## src/rtl/mul4_ctrl_pkg.sv

```systemverilog
// Shared types and constants for the 4x4 shift-add multiplier sequencer.
package mul4_ctrl_pkg;

  typedef enum logic [1:0] {
    IDLE = 2'd0,
    LOAD = 2'd1,
    STEP = 2'd2,
    DONE = 2'd3
  } state_t;

  localparam int                STEP_W    = 2;
  localparam logic [STEP_W-1:0] LAST_STEP = 2'd3;

  // Datapath select/enable bundle driven during each partial-product step.
  typedef struct packed {
    logic s0;
    logic s1;
    logic s2;
    logic acc_clr;
  } sel_t;

endpackage

```

## src/rtl/mul4_step_decode.sv

```systemverilog
// Combinational decode of the step counter into the datapath select bundle
// (Horner order: aH*bH, aH*bL, aL*bH, aL*bL).
module mul4_step_decode
  import mul4_ctrl_pkg::*;
(
  input  logic [1:0] k,
  output logic [3:0] sel
);

  sel_t dec;

  // NOTE: every signal written in always_comb gets a default first, so no
  // path through the block leaves it unassigned and no latch is inferred.
  always_comb begin
    dec = '0;
    unique case (k)
      2'd0: begin dec.s0 = 1'b1; dec.s1 = 1'b1; dec.acc_clr = 1'b1; end
      2'd1: begin dec.s0 = 1'b1; dec.s2 = 1'b1; end
      2'd2: begin dec.s1 = 1'b1; end
      2'd3: begin dec.s2 = 1'b1; end
      default: dec = '0;
    endcase
  end

  assign sel = dec;

endmodule

```

## src/rtl/mul4_controller.sv

```systemverilog
// Sequencing FSM for the 4x4 shift-add multiplier datapath.
// Optional MUL4_CTRL_DONE_HOLD_EN: DONE is held until ack is sampled high.
module mul4_controller
  import mul4_ctrl_pkg::*;
(
  input  logic clk,
  input  logic rst,
  input  logic start,
  input  logic ack,
  output logic ld,
  output logic s0,
  output logic s1,
  output logic s2,
  output logic acc_clr,
  output logic acc_en,
  output logic busy,
  output logic done
);

  state_t            state, state_next;
  logic [STEP_W-1:0] k, k_next;
  logic [3:0]        step_sel;
  sel_t              sel;

  mul4_step_decode u_step_decode (
    .k   (k),
    .sel (step_sel)
  );

  assign sel = step_sel;

  // NOTE: registered state uses non-blocking assignments so every flop
  // samples the pre-edge values regardless of statement order.
  always_ff @(posedge clk) begin
    if (!rst) begin
      state <= IDLE;
      k     <= '0;
    end else begin
      state <= state_next;
      k     <= k_next;
    end
  end

  always_comb begin
    state_next = state;
    k_next     = '0;
    unique case (state)
      IDLE: if (start) state_next = LOAD;
      LOAD: state_next = STEP;
      STEP: begin
        if (k == LAST_STEP) begin
          state_next = DONE;
        end else begin
          k_next = k + 2'd1;
        end
      end
      DONE: begin
`ifdef MUL4_CTRL_DONE_HOLD_EN
        if (ack) state_next = IDLE;
`else
        state_next = IDLE;
`endif
      end
      default: state_next = IDLE;
    endcase
  end

`ifndef MUL4_CTRL_DONE_HOLD_EN
  logic unused_ack;
  assign unused_ack = ack;
`endif

  // Moore outputs: decoded only from registered state and k.
  always_comb begin
    ld      = 1'b0;
    s0      = 1'b0;
    s1      = 1'b0;
    s2      = 1'b0;
    acc_clr = 1'b0;
    acc_en  = 1'b0;
    busy    = 1'b0;
    done    = 1'b0;
    unique case (state)
      IDLE: ;
      LOAD: begin
        ld   = 1'b1;
        busy = 1'b1;
      end
      STEP: begin
        s0      = sel.s0;
        s1      = sel.s1;
        s2      = sel.s2;
        acc_clr = sel.acc_clr;
        acc_en  = 1'b1;
        busy    = 1'b1;
      end
      DONE: done = 1'b1;
      default: ;
    endcase
  end

endmodule

```

## config.mk

```make
export PLATFORM = sky130hd
export DESIGN_NAME = mul4_controller
export DESIGN_NICKNAME = d
export VERILOG_FILES = /design/src/rtl/mul4_ctrl_pkg.sv /design/src/rtl/mul4_step_decode.sv /design/src/rtl/mul4_controller.sv
export SDC_FILE = /design/constraint.sdc
export NUM_CORES = 1
export LEC_CHECK = 0
export BUFFER_PORTS_ARGS = -buffer_cell sky130_fd_sc_hd__buf_2
export CAP_MARGIN = 20
export CORE_AREA = 2 2 39 41
export DETAILED_ROUTE_END_ITERATION = 12
export DIE_AREA = 0 0 41 43
export HOLD_SLACK_MARGIN = 0.15
export PLACE_DENSITY_LB_ADDON = 0.2
export SLEW_MARGIN = 20
export SYNTH_ARGS = -nofsm -noshare
export SYNTH_HDL_FRONTEND = slang
export SYNTH_HIERARCHICAL = 1
export SYNTH_SLANG_ARGS = --single-unit
```

## constraint.sdc

```tcl
create_clock -name clk -period 3 [get_ports clk]
set_input_delay 0.9 -clock clk [delete_from_list [all_inputs] [get_ports clk]]
set_output_delay 0.9 -clock clk [all_outputs]
set_load 0.05 [all_outputs]
```

Word level (Yosys, flattened, before mapping)

Index checks and enable logic that the tools add are counted.

Add/sub/neg operators: 1
Equality and inequality tests: 8
Mux-type cells: 15
Bitwise logic cells: 2
Reduce and logical (&&, ||, !) cells: 8

Operator list:

| operator                                             | count |
|---|---|
| two-way mux 1 bit                                    | 12 |
| equality test 2 bit (second input constant)          | 4 |
| one-hot mux 2 bit (4 select lines)                   | 1 |
| OR reduction 2 bit                                   | 4 |
| equality test 2 x 1 -> 1 bit (second input constant) | 2 |
| logical NOT 2 bit                                    | 2 |
| two-way mux 2 bit                                    | 2 |
| inequality test 2 bit (second input constant)        | 2 |
| OR reduction 3 bit                                   | 1 |
| adder 2 x 1 -> 2 bit (second input constant)         | 1 |
| NOT 1 bit                                            | 2 |
| AND reduction 2 bit                                  | 1 |

Flip-flop bits (word level): 4
Bits of input ports: 4
Output and inout bits: 8
Logic and storage cells: 36

Longest topological paths before layout

Gate-level depths: netlist (run 1).

Depth after elaboration: 4
Depth in mapped cells: 5
Mapped depth without buffers: 5

Cells and area by module

The synthesis (run 1) kept the hierarchy.

By module, submodules not included:

| module           | times used | cells an instance | area each (um^2) | sequential area each (um^2) |
|---|---|---|---|---|
| mul4_controller  | 1          | 26                | 275.3            | 80.1 |
| mul4_step_decode | 1          | 4                 | 15.0             | 0.0 |

Least setup slack after synthesis (run 1)

No wires, ideal clock.

Path kind: register to output
Start point: reg state[0]
End point: out busy
Data arrival time: 0.991 ns
Data required time: 2.100 ns
Path slack: 1.109 ns
Cell stages (with the launch flop): 3
Path through: dfxtp_1 inv_1 ha_1

Word-level cells in the longest chain between the ends: 3
Elaborated cells on any way between the ends: 4

Ends and longest elaborated chain:

| element                                                             | RTL line              | text |
|---|---|---|
| start: declaration                                                  | mul4_controller.sv:20 | `state_t state, state_next;` |
| start signal: assignment                                            | mul4_controller.sv:39 | `state <= state_next;` |
| equality test 2 bit or equality test 2 x 1 -> 1 bit (tied branches) | mul4_controller.sv:83 | `unique case (state)` |
| OR reduction 2 bit (no line) *                                      | --                    |  |
| two-way mux 1 bit *                                                 | mul4_controller.sv:83 |  |
| end: declaration                                                    | mul4_controller.sv:16 | `output logic busy,` |

Every way passes the cells marked *; elsewhere a longest branch is shown, timed or not.

Worst setup path after layout (run 1)

Start point: reg state[0]
End point: out s2

Word-level cells in the longest chain between the ends: 2

Ends and longest elaborated chain:

| element             | RTL line              | text |
|---|---|---|
| equality test 2 bit | mul4_controller.sv:83 |  |
| two-way mux 1 bit   | mul4_controller.sv:83 |  |
| end: declaration    | mul4_controller.sv:13 | `output logic s2,` |

No other way between the ends.

==> results.toml, run 1 <==
[outcome]
status = "finished clean"

[clock_tree]
clock_path_buffers = 2
cts_tree = "done"
clock-sinks = 4
clk_pin_slew_ps = 40
htree_levels = 1
clock-root-buffer = "clkbuf_4"
clk_latency_ps = 230
post_cts_buffers = 0
cts_resized = 0
cts_buffers = 3
cts-hold-fix-buffers = 0

[routing]
dr.pass1.iters = 2
drtAntennaViolNets = 0
via_count = 226
drt_iter0_markers = 1
drc = 0
avgViaCountPerCell = 3.90
wl_um = 457
post_drt_wl_per_cell_um = 7.88

[die]
row_count = 14
core_sq_um = 1380
io_pins = 12
fp.dieW_um = 41
initial_utilization_pct = 21.0
die_y_um = 43
dieArea_sq_um = 1760

[global_routing]
grt_pass1_wl_um = 745
grt.overflow.total = 0
grt_start_max_net_pins = 6
grt.total_usage_pct = 7.03
antenna_found_initial = 0
grt_pass1_vias = 208

[logic_synthesis]
synthArstFlopShare_pct = 0
synth_flop_cell = "dfxtp_1"
yosysMostFrequentCell = "ha_1"
yosys.area.top_type = "dfxtp_1"
syn_avg_cell_area_sq_um = 9.68
synth_common_cells = "ha_1, inv_1, and2_2, dfxtp_1, nand2_1"
ys_ff_latch = 4
syn-instance-count = 30
synth_area_sq_um = 290
synth_area_leaders = "dfxtp_1, ha_1, and2_2"
synth_edf_count = 0
yosys_warnings = 6
synth_nets = 40
ys_seq_area_share_pct = 27.6
yosysUniqueCellTypes = 14
netlist.area_leader.share_pct = 27.6

[timing]
skew_ps = 2.48
slew_viol_final = 0
finalHoldViolCount = 0
setup_tns_ps = 0
setup_viol = 0
relSlewSlack_pct = 83.6
fmax_mhz = 450
period_needed_ps = 2220
period_share_pct = 74.1
tightest_slew_ps = 248
rsz0062_at_grt = "no"

[pwr]
power_density_nw_per_um2 = 1000
leakage_nw = 0.202
power_uw = 381
irDropWorstVdd_mv = 0.227

[flow_run]
drv_cap = 0

[min_path]
hp-start = "state[0]$_SDFFE_PN0P_"
hp-class = "reg2reg"

[finish]
diodes = 0
nets = 54
syn_to_final_growth_pct = 30.6
seqCellArea_sq_um = 80.1
fillers = 152
drive_gt1_share_pct = 47.6
multiInputGateArea_sq_um = 188

[critical_path]
startpoint_type = "flip-flop"
arrival_ps = 1320
r2r-start = "state[0]$_SDFFE_PN0P_"
cp.required_ps = 2100
endpoint_kind = "output pin"
path_class = "reg2out"
worstPathMaxFanout = 5
worstSetupStartpoint = "state[0]$_SDFFE_PN0P_"

[place]
port_buffers = 10
dpl.hpwl_um = 387
gp_congestion = 0.613
[power by group]
group | internal, mW | switching [mW]
clock | 0.0447 | 0.0216
combinational | 0.0681 | 0.167
sequential | 0.0656 | 0.0134
[cells by family after synthesis]
logic type | count (synthesis) | synth area share [%]
AO/OA/AOI/OAI | 3 | 8.62
adder cells (fa/ha/maj) | 6 | 25.9
buffers and inverters | 6 | 7.76
flip-flops | 4 | 27.6
multiplexers | 1 | 3.45
AND/OR/NAND/NOR | 10 | 26.7
[flip-flops by register name, indices dropped and copies added (netlist names)]
name,flops
k,2
state,2
[area by class of cell]
cell class	instances	area share, %
Multi-Input combinational cell	20	49.5
Clock buffer	3	5.94
Tap cell	16	5.28
Timing Repair Buffer	10	13.2
Sequential cell	4	21.1
Inverter	5	4.95
[metal layers]
metal	GRT usage, %	share of wire (%)	vias up
met4	10.0	0	0
met3	3.14	6.6	0
met1	6.75	40	99
met2	8.75	53	4
met5	0	0	-
li1	-	-	123
[metrics by stage]
stage                     hold WS, ps  utilization (%)  instances  cell area (sq um)  setup WS [ps]
final                             533             27.4         58                379            777
after global routing              549             27.4         58                379            706
after CTS                         540             27.4         58                379            753
after detailed placement          532             25.8         55                357           1010
after global placement            533             25.8         55                357           1000
after floorplan                   483                -         30                290           1110
[worst max-delay path, cell delays in order (launching register included)]
cell	delay, ps
dfxtp_1	370
inv_1	100
ha_1	240
and2_2	180
buf_2	200
[worst paths after layout]
kind	endpoint	slack, ps	cells past startpoint
max	s2	780	4
max reg2reg	state[0]$_SDFFE_PN0P_	1720	5
min reg2reg	state[0]$_SDFFE_PN0P_	530	1
min	state[0]$_SDFFE_PN0P_	530	1
[layout by cell type, fill, tap and decap left out]
cell       n
mux2i_1    1
buf_2     10
a21oi_2    1
and2_2     4
o21a_1     1
dfxtp_1    4
nor2b_4    1
nand2_1    2
and4b_1    1
inv_1      5
and4bb_2   1
clkbuf_4   3
ha_1       6
nor2_1     1
o31a_1     1
No activity file was read; power rests on OpenSTA's default activity.
==> run 2, diff against run 1 <==
==> constraint.sdc (replaced) <==
create_clock -name clk -period 2.05 [get_ports clk]
set_input_delay 0.615 -clock clk [delete_from_list [all_inputs] [get_ports clk]]
set_output_delay 0.615 -clock clk [all_outputs]
set_load 0.05 [all_outputs]
==> run 2 against run 1 <==
Effect of this change: count of clock-buffer cells in the layout unchanged; setup slack worse by 670 ps; sequential share of layout area unchanged; power up 47%; utilization unchanged; design area unchanged; cell count unchanged; critical path depth unchanged; die area unchanged; clock power up 44%; first-iteration DRC count rose to 4.0 times the previous value; sequential power up 47%; critical endpoint is now acc_clr.
==> results.toml, run 2 (synthesis results as in run 1) <==
[routing]
post_drt_wl_per_cell_um = 7.86
avgViaCountPerCell = 3.90
wl_um = 456
highest_layer = "met3"
detailroute.wirelength.met2_um = 213
via_count = 226
dr.pass1.iters = 2
wl_met1_um = 228
drc = 0
wl_met3_um = 14
drtAntennaViolNets = 0
drt_iter0_markers = 4

[global_routing]
grt.overflow.total = 0
grt_start_max_net_pins = 6
grt_pass1_wl_um = 752
grt_pass1_vias = 189
antenna_found_initial = 0
grt.total_usage_pct = 6.54

[place]
gp_congestion = 0.613
placedInstanceArea_sq_um = 357
dpl.hpwl_um = 386
port_buffers = 10

[finish]
layout_common_cells = "buf_2, ha_1, inv_1"
syn_to_final_growth_pct = 30.6
drive_gt1_share_pct = 47.6
design_area_sq_um = 379
mostFrequentLayoutCell = "buf_2"
reg_top3 = "k: 2 flops, state: 2 flops"
fillers = 152
nets = 54
diodes = 0

[clock_tree]
clock-sinks = 4
cts_resized = 0
cts-hold-fix-buffers = 0
clk_pin_slew_ps = 40
htree_levels = 1
clock-root-buffer = "clkbuf_4"
clock_path_buffers = 2
cts_buffers = 3
clk_latency_ps = 230
post_cts_buffers = 0
cts_tree = "done"

[pwr]
clockPowerShare_pct = 17.1
power_density_nw_per_um2 = 1470
switching_share_pct = 53.1
p_int_uw = 262
leakage_nw = 0.202
pwr-share-comb_pct = 62.1
switching_power_uw = 296
irDropWorstVdd_mv = 0.360
seqPwrFrac_pct = 20.8

[outcome]
status = "finished clean"

[critical_path]
cp.required_ps = 1430
r2r-start = "state[0]$_SDFFE_PN0P_"
startpoint_type = "flip-flop"
path_class = "reg2out"
worstReg2RegEnd = "state[0]$_SDFFE_PN0P_"
endpoint_kind = "output pin"
worstPathMaxFanout = 5
r2r_cells = 5
r2r_slack_ps = 760
arrival_ps = 1330

[timing]
relSlewSlack_pct = 83.6
slew_viol_final = 0
rsz0062_at_grt = "no"
setup_tns_ps = 0
finalHoldViolCount = 0
setup_viol = 0
tightest_slew_ps = 248
fmax_mhz = 515
skew_ps = 5.62
period_needed_ps = 1940
period_share_pct = 94.7

[die]
dieArea_sq_um = 1760
die_y_um = 43
initial_utilization_pct = 21.0
io_pins = 12
fp.dieW_um = 41
core_sq_um = 1380
row_count = 14

[min_path]
hp-start = "state[1]$_SDFFE_PN0P_"
hold-path-cell-count = 2
hold_path_end = "state[1]$_SDFFE_PN0P_"
hp-class = "reg2reg"

[flow_run]
drv_cap = 0
[run 2: cell counts in the layout (fill, tap and decap cells not counted)]
Identical to the previous run, type by type.
[run 2: per-layer routing]
metal	track usage, %	vias up
met1	8.74	100
li1	-	122
met5	0	-
met4	4.00	0
met3	4.71	0
met2	7.19	4
[run 2: how the worst max path moves through the flow]
stage	startpoint	to	slack [ps]	cells after the start
6_report	state[0]$_SDFFE_PN0P_	acc_clr	110	4
5_1_grt	state[0]$_SDFFE_PN0P_	acc_clr	20	4
4_1_cts	state[0]$_SDFFE_PN0P_	s2	90	4
3_5_place_dp	state[0]$_SDFFE_PN0P_	s2	350	4
3_3_place_gp	state[0]$_SDFFE_PN0P_	s2	340	4
2_1_floorplan	state[0]$_SDFFE_PN0P_	busy	440	2
[run 2: layout make-up]
class | count | area (sq um) | share of cell area (%)
clock buffer | 3 | 22.5 | 5.94
inverter | 5 | 18.8 | 4.95
multi-input combinational | 20 | 188 | 49.5
sequential | 4 | 80.1 | 21.1
tap | 16 | 20.0 | 5.28
timing repair buffer | 10 | 50.0 | 13.2
[run 2: worst max-delay path, stage by stage (launching register included)]
cell and delay (ps):
dfxtp_1 370, inv_1 90, ha_1 240, and2_2 180, buf_2 200
[run 2: power by group through the flow]
| stage | clock [mW] | sequential, mW | combinational (mW) |
|---|---|---|---|
| 2_1_floorplan | 0 | 0.112 | 0.306 |
| 3_3_place_gp | 0 | 0.119 | 0.354 |
| 3_5_place_dp | 0 | 0.117 | 0.352 |
| 4_1_cts | 0.102 | 0.116 | 0.352 |
| 5_1_grt | 0.106 | 0.118 | 0.378 |
| 6_report | 0.0957 | 0.116 | 0.346 |
[run 2: metrics by stage]
step	setup slack, ps	hold WS [ps]	util [%]	power [mW]	instances
detailed placement	349	521	25.8	0.469	55
global route	17.2	555	27.4	0.602	58
finish	108	521	27.4	0.558	58
floorplan	444	483	-	0.419	30
global placement	340	533	25.8	0.473	55
CTS	91.6	525	27.4	0.570	58
==> run 3, diff against run 2 <==
--- a/config.mk
+++ b/config.mk
@@ -5,6 +5,7 @@
 export SDC_FILE = /design/constraint.sdc
 export NUM_CORES = 1
 export LEC_CHECK = 0
+export ABC_AREA = 1
 export BUFFER_PORTS_ARGS = -buffer_cell sky130_fd_sc_hd__buf_2
 export CAP_MARGIN = 20
 export CORE_AREA = 2 2 39 41
@@ -12,6 +13,7 @@
 export DIE_AREA = 0 0 41 43
 export HOLD_SLACK_MARGIN = 0.15
 export PLACE_DENSITY_LB_ADDON = 0.2
+export SETUP_SLACK_MARGIN = 0.5
 export SLEW_MARGIN = 20
 export SYNTH_ARGS = -nofsm -noshare
 export SYNTH_HDL_FRONTEND = slang
==> run 3 against run 2 <==
Effect of this change: utilization grew 12 points; critical endpoint is now s0; clock skew shrank 1.4 ps; first-iteration DRC count is 75% lower; via count rose by 20%; flip-flop and latch count is the same; critical path depth increased by 1; synthesized cell count rose by 40%; die area did not move.
==> results.toml, run 3 <==
[logic_synthesis]
synth-xor-area-share_pct = 0
netlist.area_leader.share_pct = 28.3
yosys.area.top_type = "dfxtp_1"
synth_top_family_by_area = "adder cells"
syn-instance-count = 42
synth_area_sq_um = 283
yosysMostFrequentCell = "inv_1"
synthArstFlopShare_pct = 0
yosys.area_share.simple_pct = 24.3
yosysUniqueCellTypes = 9
syn_avg_cell_area_sq_um = 6.73
yosys_warnings = 6
synth_flop_cell = "dfxtp_1"
synth_nets = 52
synth_fa_ha_area_share_pct = 26.5
synth_area_leaders = "dfxtp_1, ha_1, inv_1"
synth-compound-area-share_pct = 3.54
synth_mux_area_share_pct = 0
ys_ff_latch = 4
ys_seq_area_share_pct = 28.3
synth_common_cells = "inv_1, nand2_1, ha_1, nor2_1, dfxtp_1"
synth_edf_count = 0

[routing]
via_count = 272
wl_met3_um = 25
drt_iter0_markers = 1
wl_met1_um = 253
wl_um = 592
detailroute.wirelength.met2_um = 306
avgViaCountPerCell = 3.78
dr.pass1.iters = 4
drtAntennaViolNets = 0
post_drt_wl_per_cell_um = 8.22
drc = 0
highest_layer = "met4"

[clock_tree]
clk_pin_slew_ps = 40
cts_buffers = 3
clk_latency_ps = 230
clock_path_buffers = 2
clock-root-buffer = "clkbuf_4"
htree_levels = 1
cts-hold-fix-buffers = 0
cts_tree = "done"
clock-sinks = 4

[timing]
slew_viol_final = 0
setup_viol = 0
period_share_pct = 84.0
finalHoldViolCount = 0
fmax_mhz = 581
relSlewSlack_pct = 87.8
period_needed_ps = 1720
skew_ps = 4.22
rsz0062_at_grt = "yes"
tightest_slew_ps = 183
setup_tns_ps = 0

[finish]
diodes = 0
layout_common_cells = "inv_1, nor2_1, buf_6"
fillers = 157
syn_to_final_growth_pct = 90.7
drive_gt1_share_pct = 57.1
reg_top3 = "k: 2 flops, state: 2 flops"
nets = 68
finalNonFillerCells = 72

[die]
die_y_um = 43
core_sq_um = 1380
fp.dieW_um = 41
dieArea_sq_um = 1760
io_pins = 12
initial_utilization_pct = 20.4
row_count = 14

[critical_path]
startpoint_type = "flip-flop"
path_class = "reg2out"
cp.required_ps = 1430
worstPathMaxFanout = 5
slowest_stage = "dfxtp_4"
arrival_ps = 1110
critPathMaxStageDelay_ps = 360
path_delay_family = "flip-flops"
crit_buf_inv = 3
endpoint_kind = "output pin"
crit_chain = "inv_4 -> ha_4 -> nand2_2 -> clkinvlp_4 -> buf_6"

[pwr]
irDropWorstVdd_mv = 0.494
power_density_nw_per_um2 = 1610
leakage_nw = 0.225

[global_routing]
grt.overflow.total = 0
grt.total_usage_pct = 7.63
grt_start_max_net_pins = 6
antenna_found_initial = 0
grt_pass1_wl_um = 855
grt_pass1_vias = 240

[min_path]
hp-class = "reg2reg"

[place]
gp_congestion = 0.591
dpl.hpwl_um = 425
dp_cells = 67
port_buffers = 10

[flow_run]
drv_cap = 0

[outcome]
status = "finished clean"
## run 3: metrics by stage
stage	hold slack [ps]	total power [mW]	utilization, %	instance area (sq um)	setup slack, ps
after floorplan	440	0.500	-	307	486
after global placement	482	0.555	26.9	373	345
after detailed placement	479	0.556	26.9	373	341
after CTS	488	0.851	37.5	519	325
after global routing	513	0.916	39.0	539	288
final	484	0.868	39.0	539	329
## run 3: cells by family (layout without fill, tap and decap cells)
kind of cell               Yosys count  after routing
and+or+nand+nor                     17             17
DFF                                  4              4
adders and majority gates            6              6
AOI/OAI and AO/OA                    2              2
buffers and inverters               13             27
## run 3: report_power, final
part | internal, mW | leakage (nW) | switching [mW]
registers | 0.108 | 0.0340 | 0.0385
clock network | 0.0652 | 0.0138 | 0.0286
logic | 0.257 | 0.177 | 0.370
## run 3: worst paths after layout
| check | from | to | slack (ps) | cells past startpoint |
|---|---|---|---|---|
| max | state[0]$_SDFFE_PN0P_ | s0 | 330 | 5 |
| min | k[0]$_SDFF_PP0_ | k[0]$_SDFF_PP0_ | 480 | 1 |
| max reg2reg | state[0]$_SDFFE_PN0P_ | state[1]$_SDFFE_PN0P_ | 970 | 7 |
| min reg2reg | k[0]$_SDFF_PP0_ | k[0]$_SDFF_PP0_ | 480 | 1 |
## run 3: timing repair
item / 4_1_cts / 5_1_grt
pin swaps: 2 / 2
buffers inserted: 2 / 0
resized for setup: 32 / 4
endpoints found under the setup margin: 8 / 8
## run 3: cell type report
class                   count  area [sq um]  share of cell area, %
repair buffers             12           130                   24.1
well taps                  16          20.0                   3.71
flip-flops and latches      4          87.6                   16.2
clock buffers               3          22.5                   4.18
multi-input cells          25           214                   39.7
inverters                  12          65.1                   12.1
## run 3: metal layers
| layer | vias to the layer above | GRT usage, % |
|---|---|---|
| li1 | 147 | - |
| met1 | 119 | 7.07 |
| met2 | 4 | 11.3 |
| met3 | 2 | 3.14 |
| met4 | 0 | 8.00 |
| met5 | - | 0 |
